### config.mk
export PLATFORM = sky130hd
export DESIGN_NAME = pattern_seq_gen
export DESIGN_NICKNAME = d
export VERILOG_FILES = /design/src/rtl/pattern_seq_pkg.sv /design/src/rtl/seq_bit_counter.sv /design/src/rtl/pattern_seq_gen.sv
export SDC_FILE = /design/constraint.sdc
export NUM_CORES = 1
export LEC_CHECK = 0
export ABC_AREA = 0
export BUFFER_PORTS_ARGS = -buffer_cell sky130_fd_sc_hd__buf_2
export CORE_MARGIN = 3
export CORE_UTILIZATION = 47
export CTS_BUF_LIST = sky130_fd_sc_hd__clkbuf_8
export CTS_CLUSTER_DIAMETER = 100
export DETAILED_ROUTE_END_ITERATION = 7
export PLACE_DENSITY = 0.82
export SLEW_MARGIN = 25
export SYNTH_ARGS = -nofsm -noshare
export SYNTH_HDL_FRONTEND = slang
export SYNTH_SLANG_ARGS = --single-unit
export TNS_END_PERCENT = 50
### constraint.sdc
create_clock -name clk -period 1.7 [get_ports clk]
set_clock_uncertainty 0.2 [all_clocks]
set_input_delay 0.17 -clock clk [delete_from_list [all_inputs] [get_ports clk]]
set_output_delay 0.17 -clock clk [all_outputs]
set_load 0.05 [all_outputs]
### src/rtl/pattern_seq_pkg.sv
// pattern_seq_pkg: shared state type, default length and index-width helper for the pattern generator.
package pattern_seq_pkg;
  typedef enum logic {IDLE, RUN} pat_state_t;
  localparam int DEFAULT_LEN = 8;
  function automatic int clog2_len(input int len);
    return (len < 2) ? 1 : $clog2(len);
  endfunction
endpackage

### src/rtl/seq_bit_counter.sv
// seq_bit_counter: modulo-LEN bit index counter with clear, enable and terminal count.
module seq_bit_counter import pattern_seq_pkg::*; #(
  parameter int LEN = DEFAULT_LEN,
  parameter int W = clog2_len(LEN)
) (
  input  logic         clk,
  input  logic         reset,
  input  logic         clr,
  input  logic         inc,
  output logic [W-1:0] idx,
  output logic         tc
);
  assign tc = (idx == W'(LEN - 1));
  always_ff @(posedge clk) begin
    if (reset || clr) idx <= '0;
    else if (inc) idx <= tc ? '0 : idx + W'(1);
  end
endmodule

### src/rtl/pattern_seq_gen.sv
// pattern_seq_gen: programmable serial bit-pattern generator with loop/one-shot modes, pause and abort.
module pattern_seq_gen import pattern_seq_pkg::*; #(
  parameter int LEN = DEFAULT_LEN,
  parameter logic [LEN-1:0] DEFAULT_PAT = LEN'(8'b1011_0010),
  parameter int LOOP_W = 8
) (
  input  logic                    clk,
  input  logic                    reset,
  input  logic                    start,
  input  logic                    stop,
  input  logic                    en,
  input  logic                    mode,
  input  logic                    load,
  input  logic [LEN-1:0]          pattern_in,
  output logic                    y,
  output logic                    busy,
  output logic                    done,
  output logic [$clog2(LEN)-1:0]  bit_idx,
  output logic [LOOP_W-1:0]       loop_cnt
);
  localparam int IW = clog2_len(LEN);
  pat_state_t state, state_d;
  logic [LEN-1:0] pat;
  logic [IW-1:0] rev;
  logic mode_q, tc, go, adv, wrap, y_d, done_d;
  assign go = (state == IDLE) && start && !stop;
  assign adv = (state == RUN) && en && !stop;
  assign wrap = adv && tc;
  assign rev = IW'(LEN - 1) - bit_idx;
  seq_bit_counter #(.LEN(LEN), .W(IW)) u_cnt (
    .clk(clk),
    .reset(reset),
    .clr((state == IDLE) || stop),
    .inc(adv),
    .idx(bit_idx),
    .tc(tc)
  );
  always_ff @(posedge clk) begin
    if (reset) state <= IDLE;
    else state <= state_d;
  end
  always_comb begin
    state_d = state;
    if (state == IDLE) state_d = go ? RUN : IDLE;
    else state_d = (stop || (wrap && mode_q)) ? IDLE : RUN;
  end
  // Output register inputs: y holds while paused, clears on any path out of RUN.
  always_comb begin
    busy = (state == RUN);
    y_d = adv ? pat[rev] : ((state == RUN) && !stop) ? y : 1'b0;
    done_d = wrap && mode_q;
  end
  always_ff @(posedge clk) begin
    if (reset) begin
      pat <= DEFAULT_PAT;
      y <= 1'b0;
      done <= 1'b0;
      loop_cnt <= '0;
      mode_q <= 1'b0;
    end else begin
      y <= y_d;
      done <= done_d;
      if ((state == IDLE) && load) pat <= pattern_in;
      if (go) mode_q <= mode;
      if (go) loop_cnt <= '0;
      else if (wrap) loop_cnt <= loop_cnt + LOOP_W'(1);
    end
  end
endmodule

==> reports/summary.txt, run 1 <==
Clock power share: 32.4%
Post-synth EDFFs: 0
Clock edge transition at the registers on the reported setup and hold paths: 0.08 ns
Syn. warnings: 0
CP Max Fanout: 6
CP most frequent cell: ha_4
CP max stage cell: or4_1
WL/cell: 13.74 um
Tcrit/Tclk final: 98.04%
CTS buffer count: 3
CTS tree: built
Vias per cell: 5.585
Leakage power: 0.6182 nW
Cell Rows: 16
DRT iter0 DRCs: 9
Critical-path cell list: ha_4 > ha_4 > nand4b_4 > or4_1 > a21oi_1
Final Hold Vio Count: 0
Clock Latency Late Sink: 0.26 ns
Antenna Nets Post-Route: 0
R2R cell count: 5
Final Max Tran Viols: 0
Worst setup path category: register to register
Critical Path Start Type: register
Largest net degree at the start of global routing: 13
Most frequent cell after synthesis: dfxtp_1
Utilization after layout: 71.13%
Syn_nets: 121
F_max: 600.0 MHz
Vias: 955
Tot Pwr: 0.0009885 W
Part of the power in registers: 56.6%
Share of layout cells above drive strength 1: 38.89%
Crit path buf inv count: 0
IO Port Bufs: 28
Largest area contributor in the netlist: dfxtp_1
Maximum buffer depth of the clock tree: 2
Top cell type's share of synthesized area: 44.99%
Unrepaired setup endpoints after global routing: true
Drc violations: 0
Vias in the first global route: 890
Hold Path Stages: 2
Least-Margin Pin Slew: 0.2908 ns
Ant diodes: 0
H-Tree Depth: 1
Slew Limit Headroom: 80.57%
Ports: 29
RR Endpoint: loop_cnt[4]$_SDFFE_PP0P_
Hold Path Sink: pat[0]$_SDFFE_PP0P_
Synth top cells by count: 23 x dfxtp_1, 12 x nor2_1, 9 x mux2i_1
Switching share of power: 22.19%
First-pass GRT wire length: 3.815 mm
Distinct cell type count after synthesis: 31
Cells after Synth: 103
Clock sink count: 23
CP peak stage delay: 0.43 ns
Min Tclk post-route: 1.667 ns
Syn Area/Cell: 9.937 sq um
Fill cells: 145
Clock root cell: clkbuf_8
FF-to-FF setup slack: 0.03 ns
Switching power summed over all nets: 0.0002194 W
Die Y: 52.67 um
Die W: 52.67 um
Pwr per Cell Area: 694.3 nW/um^2
Post-placement worst setup slack: 0.02782 ns
Post-DP HPWL: 1.579 mm
Pint: 0.0007692 W
Synth-to-Final Area Change: 39.12%
Worst hold start: reset
Worst Path Arrival: 1.65 ns
Asr flop ratio synth: 0%
GRT Total Usage: 18.08%
Seq cells post-synth: 23
Predominant post-synthesis flop cell: dfxtp_1
Final worst slack: 0.03330 ns
Hold WC Path Type: primary input to register
Outcome: finished clean
Cells after DPL: 156
R2R Path Start: u_cnt.idx[1]$_SDFFE_PP0N_
CP Capture Type: register
Die Footprint: 2774 sq um
Final GP Congestion: 0.8108
Req. time, crit path: 1.68 ns
Starting Density: 51.13%
Core ar.: 2002 sq um
Non-filler instance count after layout: 171
Sequential share of the synthesized area: 44.99%
DR pass1 iterations: 4
Synth Cell Area: 1023 sq um
Crit. Startpoint: u_cnt.idx[1]$_SDFFE_PP0N_
Largest delay contributor family on the critical path: simple AND/OR/NAND/NOR gates
Grt total ovfl: 0
Synth area leaders: dfxtp_1 45%, mux2i_1 8.8%, nor2_1 4.4%
Total wire length: 2.350 mm
Max VDD drop: 0.5795 mV
Comb pwr share: 11.1%
Number of setup violations in the final report: 0
Final nets: 163
Initial antenna violation count: 0
Max-cap violations: 0
cell usage in the layout (no fill, tap or decap), types with 2 or more instances in the layout:
master	synthesis	layout
nand2_1	2	2
mux2i_1	9	9
dlygate4sd3_1	0	10
clkbuf_8	0	3
nor2_1	12	12
dfxtp_1	23	12
o31ai_1	4	4
nor2b_1	6	6
nand4b_4	1	2
a21oi_2	0	2
nand4_1	2	2
dfxtp_2	0	7
nand3_1	2	2
dfxtp_4	0	4
inv_1	3	4
or4_1	4	3
or3_1	2	2
ha_4	0	2
buf_4	1	3
a21oi_1	7	5
a211o_1	4	4
o21ai_0	2	2
buf_2	2	28
registers in the layout (all words and copies together) (netlist names):
| name | flops |
|---|---|
| loop_cnt | 8 |
| mode_q | 1 |
| y | 1 |
| busy | 1 |
| done | 1 |
| pat | 8 |
| u_cnt.idx | 3 |
worst register-to-register path, cell delays in order, from the launching register on:
cell	delay, ns
dfxtp_4	0.39
ha_4	0.14
ha_4	0.17
nand4b_4	0.14
or4_1	0.43
a21oi_1	0.13
cell families after synthesis:
kind of cell	synth area share, %
buffers and inverters	3.546
DFF	44.99
xor gates and xnor gates	0.8559
adders and majority gates	3.668
and+or+nand+nor	20.66
muxes	12.10
AOI/OAI and AO/OA	14.18
cell type report:
type                       count  area [sq um]  share of cell area, %
clock buffer                   3         41.29                  2.900
clock inverter                 1         3.754                 0.2636
inverter                       3         11.26                 0.7909
multi-input combinational     73         586.8                  41.21
sequential                    23         484.2                  34.01
tap                           27         33.78                  2.373
timing repair buffer          41         262.8                  18.45
power groups by stage:
stage | clock, W | combinational, W | sequential, W
finish | 0.000320 | 0.000110 | 0.000559
floorplan | 0 | 0.0000554 | 0.000574
global route | 0.000362 | 0.000120 | 0.000561
global placement | 0 | 0.0000842 | 0.000570
detailed placement | 0 | 0.0000877 | 0.000571
CTS | 0.000330 | 0.000104 | 0.000558
repair_timing:
action,CTS,global route
gates resized for setup,0,4
hold buffers,9,1
endpoints found under the setup margin,0,5
endpoints found under the hold margin,9,1
buffers inserted,0,0
metal layers:
layer  wire length (um)  vias up  global-route usage, %  part of all wire [%]
li1                   -      469                      -                     -
met1               1017      450                  24.87                    43
met2               1188       31                  28.31                    51
met3                110        5                  3.419                   4.7
met4                 34        0                  5.532                   1.4
met5                  0        -                      0                     0
worst max-delay path by stage:
stage,depth (start not counted),end
CTS,5,loop_cnt[4]$_SDFFE_PP0P_
global placement,5,loop_cnt[7]$_SDFFE_PP0P_
floorplan,5,loop_cnt[7]$_SDFFE_PP0P_
finish,5,loop_cnt[4]$_SDFFE_PP0P_
global route,5,loop_cnt[6]$_SDFFE_PP0P_
detailed placement,5,loop_cnt[4]$_SDFFE_PP0P_
metrics by stage:
| stage | TNS (ns) | hold WS, ns | instance area [sq um] |
|---|---|---|---|
| after floorplan | 0 | 0.08786 | 1079 |
| final | 0 | 0.02610 | 1424 |
| after detailed placement | 0 | 0.1769 | 1244 |
| after global routing | -0.03601 | 0.02864 | 1424 |
| after global placement | 0 | 0.1714 | 1244 |
| after CTS | 0 | 0.0004615 | 1379 |
Note: power is estimated with default switching activity, not from simulation.
==> run 2, diff against run 1 <==
ABC_AREA = 1   (was 0)
CORE_UTILIZATION = 48   (was 47)
PLACE_DENSITY = 0.83   (was 0.82)
==> run 2 against run 1 <==
Compared with the run above: design area decreased by 2.8%; synthesized area increased by 3.5%; sequential power increased by 2%; critical endpoint unchanged.
==> reports/summary.txt, run 2 <==
Largest regs: loop_cnt x8, pat x8, u_cnt.idx x3
Switching power summed over all nets: 0.0002470 W
Max-cap violations: 0
Cells after DPL: 195
Setup bufs post-CTS: 0
Max VDD drop: 0.6523 mV
Die W: 52.99 um
Adder-cell share of the synthesized area: 3.542%
Asr flop ratio synth: 0%
Antenna Nets Post-Route: 0
CP Capture Type: register
Syn_nets: 159
Distinct cell type count after synthesis: 23
F_max: 624.5 MHz
Synth top cells by count: 28 x nand2_1, 23 x dfxtp_1, 18 x nor2_1
CP Max Fanout: 8
Top cell type's share of synthesized area: 43.45%
Non-filler instance count after layout: 209
Vias per cell: 5.067
Total wire length: 2.364 mm
Cell Rows: 16
Clock power share: 32.5%
Final nets: 201
Hold Path Stages: 3
WL/cell: 11.31 um
Hold WC Path Type: primary input to register
Pint: 0.0007688 W
Sum of negative setup slack: 0 ns
Slew Limit Headroom: 73.92%
Clock root cell: clkbuf_8
Final Hold Vio Count: 0
R2R cell count: 6
Final GP Congestion: 0.8936
Syn Area/Cell: 7.516 sq um
GRT Total Usage: 19.23%
R2R Path Start: u_cnt.idx[0]$_SDFFE_PP0N_
Unrepaired setup endpoints after global routing: false
Ant diodes: 0
Grt total ovfl: 0
Critical Path Start Type: register
DRT iter0 DRCs: 28
Compound-Gate Fraction of Synth Area: 9.327%
Post-DP HPWL: 1.682 mm
Share of layout cells above drive strength 1: 24.73%
FF-to-FF setup slack: 0.1 ns
Vias in the first global route: 970
Sequential share of the synthesized area: 43.45%
H-Tree Depth: 1
First-pass GRT wire length: 3.988 mm
Clock Latency Late Sink: 0.27 ns
Final hold slack: 0.02157 ns
Final instance area: 1384 sq um
Cells after Synth: 141
Core ar.: 2022 sq um
Largest area contributor in the netlist: dfxtp_1
Maximum buffer depth of the clock tree: 2
Synth-to-Final Area Change: 30.58%
Synth Cell Area: 1060 sq um
Pwr per Cell Area: 734.0 nW/um^2
Min Tclk post-route: 1.601 ns
Worst hold start: start
Switching share of power: 24.32%
Clock sink count: 23
Hold Path Sink: mode_q$_SDFFE_PP0P_
Initial antenna violation count: 0
Worst setup path category: register to register
IO Port Bufs: 28
Final Max Tran Viols: 0
Largest net degree at the start of global routing: 13
Outcome: finished clean
RR Endpoint: loop_cnt[4]$_SDFFE_PP0P_
Leakage power: 0.6376 nW
Final worst slack: 0.09862 ns
Worst Path Arrival: 1.56 ns
Most frequent cells in the layout: 28 x nand2_1, 28 x buf_2, 20 x dfxtp_1
Predominant post-synthesis flop cell: dfxtp_1
Post-placement worst setup slack: 0.06767 ns
Synth Area in XOR/XNOR: 0.8264%
DR pass1 iterations: 4
Syn. warnings: 0
Tcrit/Tclk final: 94.20%
Req. time, crit path: 1.66 ns
Crit. Startpoint: u_cnt.idx[0]$_SDFFE_PP0N_
Least-Margin Pin Slew: 0.3897 ns
CTS buffer count: 3
Most frequent cell after synthesis: nand2_1
Part of the power in registers: 56.3%
Comb pwr share: 11.2%
Mux cell area share after synthesis: 0%
CTS tree: built
DP Area: 1232 sq um
Number of setup violations in the final report: 0
Clock edge transition at the registers on the reported setup and hold paths: 0.08 ns
Synth area leaders: dfxtp_1 43%, nand2_1 9.9%, nand3_1 7.6%
Starting Density: 52.41%
Largest family of logic cells by synthesized area: simple AND/OR/NAND/NOR gates
Vias: 1059
Post-synth EDFFs: 0
Synth Area in Simple Gates: 35.66%
Die Footprint: 2807 sq um
Ports: 29
Die Y: 52.99 um
Drc violations: 0
Seq cells post-synth: 23
## run 2: how the worst max path moves through the flow
stage | end | slack [ns] | cells after the start
floorplan | loop_cnt[5]$_SDFFE_PP0P_ | 0.009 | 7
global placement | loop_cnt[5]$_SDFFE_PP0P_ | 0.16 | 7
detailed placement | loop_cnt[5]$_SDFFE_PP0P_ | 0.07 | 7
CTS | loop_cnt[5]$_SDFFE_PP0P_ | 0.03 | 6
global route | loop_cnt[6]$_SDFFE_PP0P_ | 0.0006 | 7
finish | loop_cnt[4]$_SDFFE_PP0P_ | 0.1 | 6
## run 2: metrics by stage
stage,power [W],util (%)
2_1_floorplan,0.0006429,-
3_3_place_gp,0.0006739,60.95
3_5_place_dp,0.0006769,60.95
4_1_cts,0.001018,68.13
5_1_grt,0.001063,68.44
6_report,0.001016,68.44
## run 2: cell families after synthesis
group / after synthesis
buffers and inverters: 20
xor gates and xnor gates: 1
and+or+nand+nor: 76
adders and majority gates: 3
DFF: 23
AOI/OAI and AO/OA: 18
## run 2: final cells by class
class | count | area, sq um
timing repair buffer | 38 | 240.2
inverter | 19 | 75.07
tap | 27 | 33.78
clock buffer | 3 | 41.29
multi-input combinational | 98 | 525.5
sequential | 23 | 464.2
clock inverter | 1 | 3.754
fill | 175 | 638.1
## run 2: repair_timing
item | CTS | global route
endpoints found under the hold margin | 10 | 0
resized for setup | 0 | 3
hold buffers | 10 | 0
endpoints found under the setup margin | 0 | 5
## run 2: power by group through the flow
stage	sequential [W]	clock (W)	combinational, W
floorplan	0.000588	0	0.0000545
global placement	0.000583	0	0.0000910
detailed placement	0.000584	0	0.0000932
CTS	0.000571	0.000335	0.000112
global route	0.000573	0.000363	0.000127
finish	0.000572	0.000330	0.000114
## run 2: per-layer routing
layer | share of wire (%) | global-route usage, % | vias up
li1 | - | - | 548
met1 | 47 | 25.39 | 482
met2 | 47 | 28.72 | 25
met3 | 5.2 | 5.352 | 4
met4 | 1.1 | 8.936 | 0
met5 | 0 | 0 | -
## run 2: critical path: stages (launching register included)
cell,delay (ns)
dfxtp_2,0.39
ha_1,0.19
ha_2,0.22
nand4_4,0.16
nor2_2,0.14
xnor2_1,0.14
nor2_1,0.05
==> run 3, diff against run 2 <==
--- a/config.mk
+++ b/config.mk
@@ -7,6 +7,5 @@
 export LEC_CHECK = 0
-export ABC_AREA = 1
 export BUFFER_PORTS_ARGS = -buffer_cell sky130_fd_sc_hd__buf_2
 export CORE_MARGIN = 3
-export CORE_UTILIZATION = 48
+export CORE_UTILIZATION = 47
 export CTS_BUF_LIST = sky130_fd_sc_hd__clkbuf_8
@@ -14,3 +13,3 @@
 export DETAILED_ROUTE_END_ITERATION = 7
-export PLACE_DENSITY = 0.83
+export PLACE_DENSITY = 0.82
 export SLEW_MARGIN = 25
==> constraint.sdc (replaced) <==
create_clock -name clk -period 1.7 [get_ports clk]
set_clock_uncertainty 0.2 [all_clocks]
set_input_delay 0.085 -clock clk [delete_from_list [all_inputs] [get_ports clk]]
set_output_delay 0.085 -clock clk [all_outputs]
set_load 0.05 [all_outputs]
==> run 3 against run 2 <==
Compared with the run above: cell count decreased by 17%; global-route usage is 0.62 points lower; fmax shrank 3.9%; clock power down 3%; sequential cell count stayed put; largest cell class unchanged; highest routed layer unchanged.
==> reports/summary.txt, run 3 (synthesized netlist as in run 1, its figures left out) <==
Outcome: finished clean
Die W: 52.67 um
Req. time, crit path: 1.68 ns
Largest net degree at the start of global routing: 13
Tcrit/Tclk final: 98.06%
Final Hold Vio Count: 0
Non-filler instance count after layout: 174
Ant diodes: 0
First-pass GRT wire length: 3.926 mm
F_max: 599.9 MHz
WL/cell: 13.82 um
Pwr per Cell Area: 683.7 nW/um^2
Setup bufs post-CTS: 0
Min Tclk post-route: 1.667 ns
CP Capture Type: register
Slew Limit Headroom: 80.57%
Drc violations: 0
GRT Total Usage: 18.61%
Most common cell after layout, fill and taps aside: buf_2
Critical Path Start Type: register
Starting Density: 51.13%
CTS buffer count: 3
Grt total ovfl: 0
Cells after DPL: 156
Final Max Tran Viols: 0
Unrepaired setup endpoints after global routing: true
Max VDD drop: 0.5812 mV
Core ar.: 2002 sq um
Largest regs: loop_cnt x8, pat x8, u_cnt.idx x3
Worst Path Arrival: 1.65 ns
Leakage power: 0.6308 nW
Number of setup violations in the final report: 0
Maximum buffer depth of the clock tree: 2
Vias per cell: 5.557
CTS tree: built
Post-DP HPWL: 1.579 mm
Final nets: 166
Max-cap violations: 0
Initial antenna violation count: 0
Share of layout cells above drive strength 1: 38.10%
Die Footprint: 2774 sq um
Final GP Congestion: 0.8108
Cell Rows: 16
Antenna Nets Post-Route: 0
Hold WC Path Type: primary input to register
Clock edge transition at the registers on the reported setup and hold paths: 0.08 ns
H-Tree Depth: 1
Vias in the first global route: 932
Vias: 967
Ports: 29
DRT iter0 DRCs: 9
Clock Latency Late Sink: 0.26 ns
Clock root cell: clkbuf_8
Clock sink count: 23
Most frequent cells in the layout: 28 x buf_2, 13 x dlygate4sd3_1, 12 x nor2_1, 12 x dfxtp_1, 9 x mux2i_1
Least-Margin Pin Slew: 0.2909 ns
Worst setup path category: register to register
Tot Pwr: 0.0009940 W
CP Max Fanout: 6
DR pass1 iterations: 4
Die Y: 52.67 um
IO Port Bufs: 28
Synth-to-Final Area Change: 42.05%
Total wire length: 2.405 mm
## run 3: cell types whose count changed in the layout (fill, tap and decap cells not counted), sizes merged, moves of 4 or more
cell	previous run	this run
a211o	0	4
inv	18	4
mux2i	0	9
nand2	30	2
nand3	17	2
nor2	20	12
nor2b	0	6
o21ai	6	2
o31ai	0	4
or4	0	4
## run 3: worst paths after layout
check	start	to	slack [ns]	cells past startpoint
max reg2reg	u_cnt.idx[1]$_SDFFE_PP0N_	loop_cnt[4]$_SDFFE_PP0P_	0.03	5
max	u_cnt.idx[1]$_SDFFE_PP0N_	loop_cnt[4]$_SDFFE_PP0P_	0.03	5
min	load	pat[7]$_SDFFE_PP1P_	0.17	4
min reg2reg	mode_q$_SDFFE_PP0P_	done$_SDFF_PP0_	0.27	2
## run 3: metal layers
metal	GRT usage [%]	vias to the layer above	wire [um]
li1	-	475	-
met1	24.87	456	1027
met2	30.17	31	1238
met3	3.419	5	106
met4	5.532	0	34
met5	0	-	0
## run 3: area by class of cell
| type | instances | area (sq um) |
|---|---|---|
| Sequential cell | 23 | 484.2 |
| Clock buffer | 3 | 41.29 |
| Clock inverter | 1 | 3.754 |
| Fill cell | 142 | 548.0 |
| Inverter | 3 | 11.26 |
| Multi-Input combinational cell | 73 | 586.8 |
| Timing Repair Buffer | 44 | 292.8 |
| Tap cell | 27 | 33.78 |
## run 3: critical path: stages, from the launching register on
cell and delay [ns]:
dfxtp_4 0.39, ha_4 0.14, ha_4 0.17, nand4b_4 0.14, or4_1 0.43, a21oi_1 0.13
## run 3: power breakdown
group | switching [W] | internal [W] | leakage [nW]
logic | 0.0000507 | 0.0000644 | 0.410
registers | 0.0000106 | 0.000548 | 0.194
clock network | 0.000159 | 0.000161 | 0.0269
total | 0.000220 | 0.000774 | 0.631
## run 3: timing repair
action	in CTS	in global routing
endpoints found under the setup margin	0	5
hold buffers	13	0
resized for setup	0	4
endpoints found under the hold margin	14	0
## run 3: metrics by stage
step                worst slack (ns)  util [%]  area, sq um  hold WS (ns)  setup TNS (ns)
detailed placement           0.02782     62.13         1244       0.09185               0
global placement             0.07425     62.13         1244       0.08643               0
global route                -0.01771     72.63         1454        0.1866        -0.03601
CTS                         0.007529     70.88         1419        0.1640               0
floorplan                   0.003609         -         1079      0.002858               0
finish                       0.03305     72.63         1454        0.1722               0
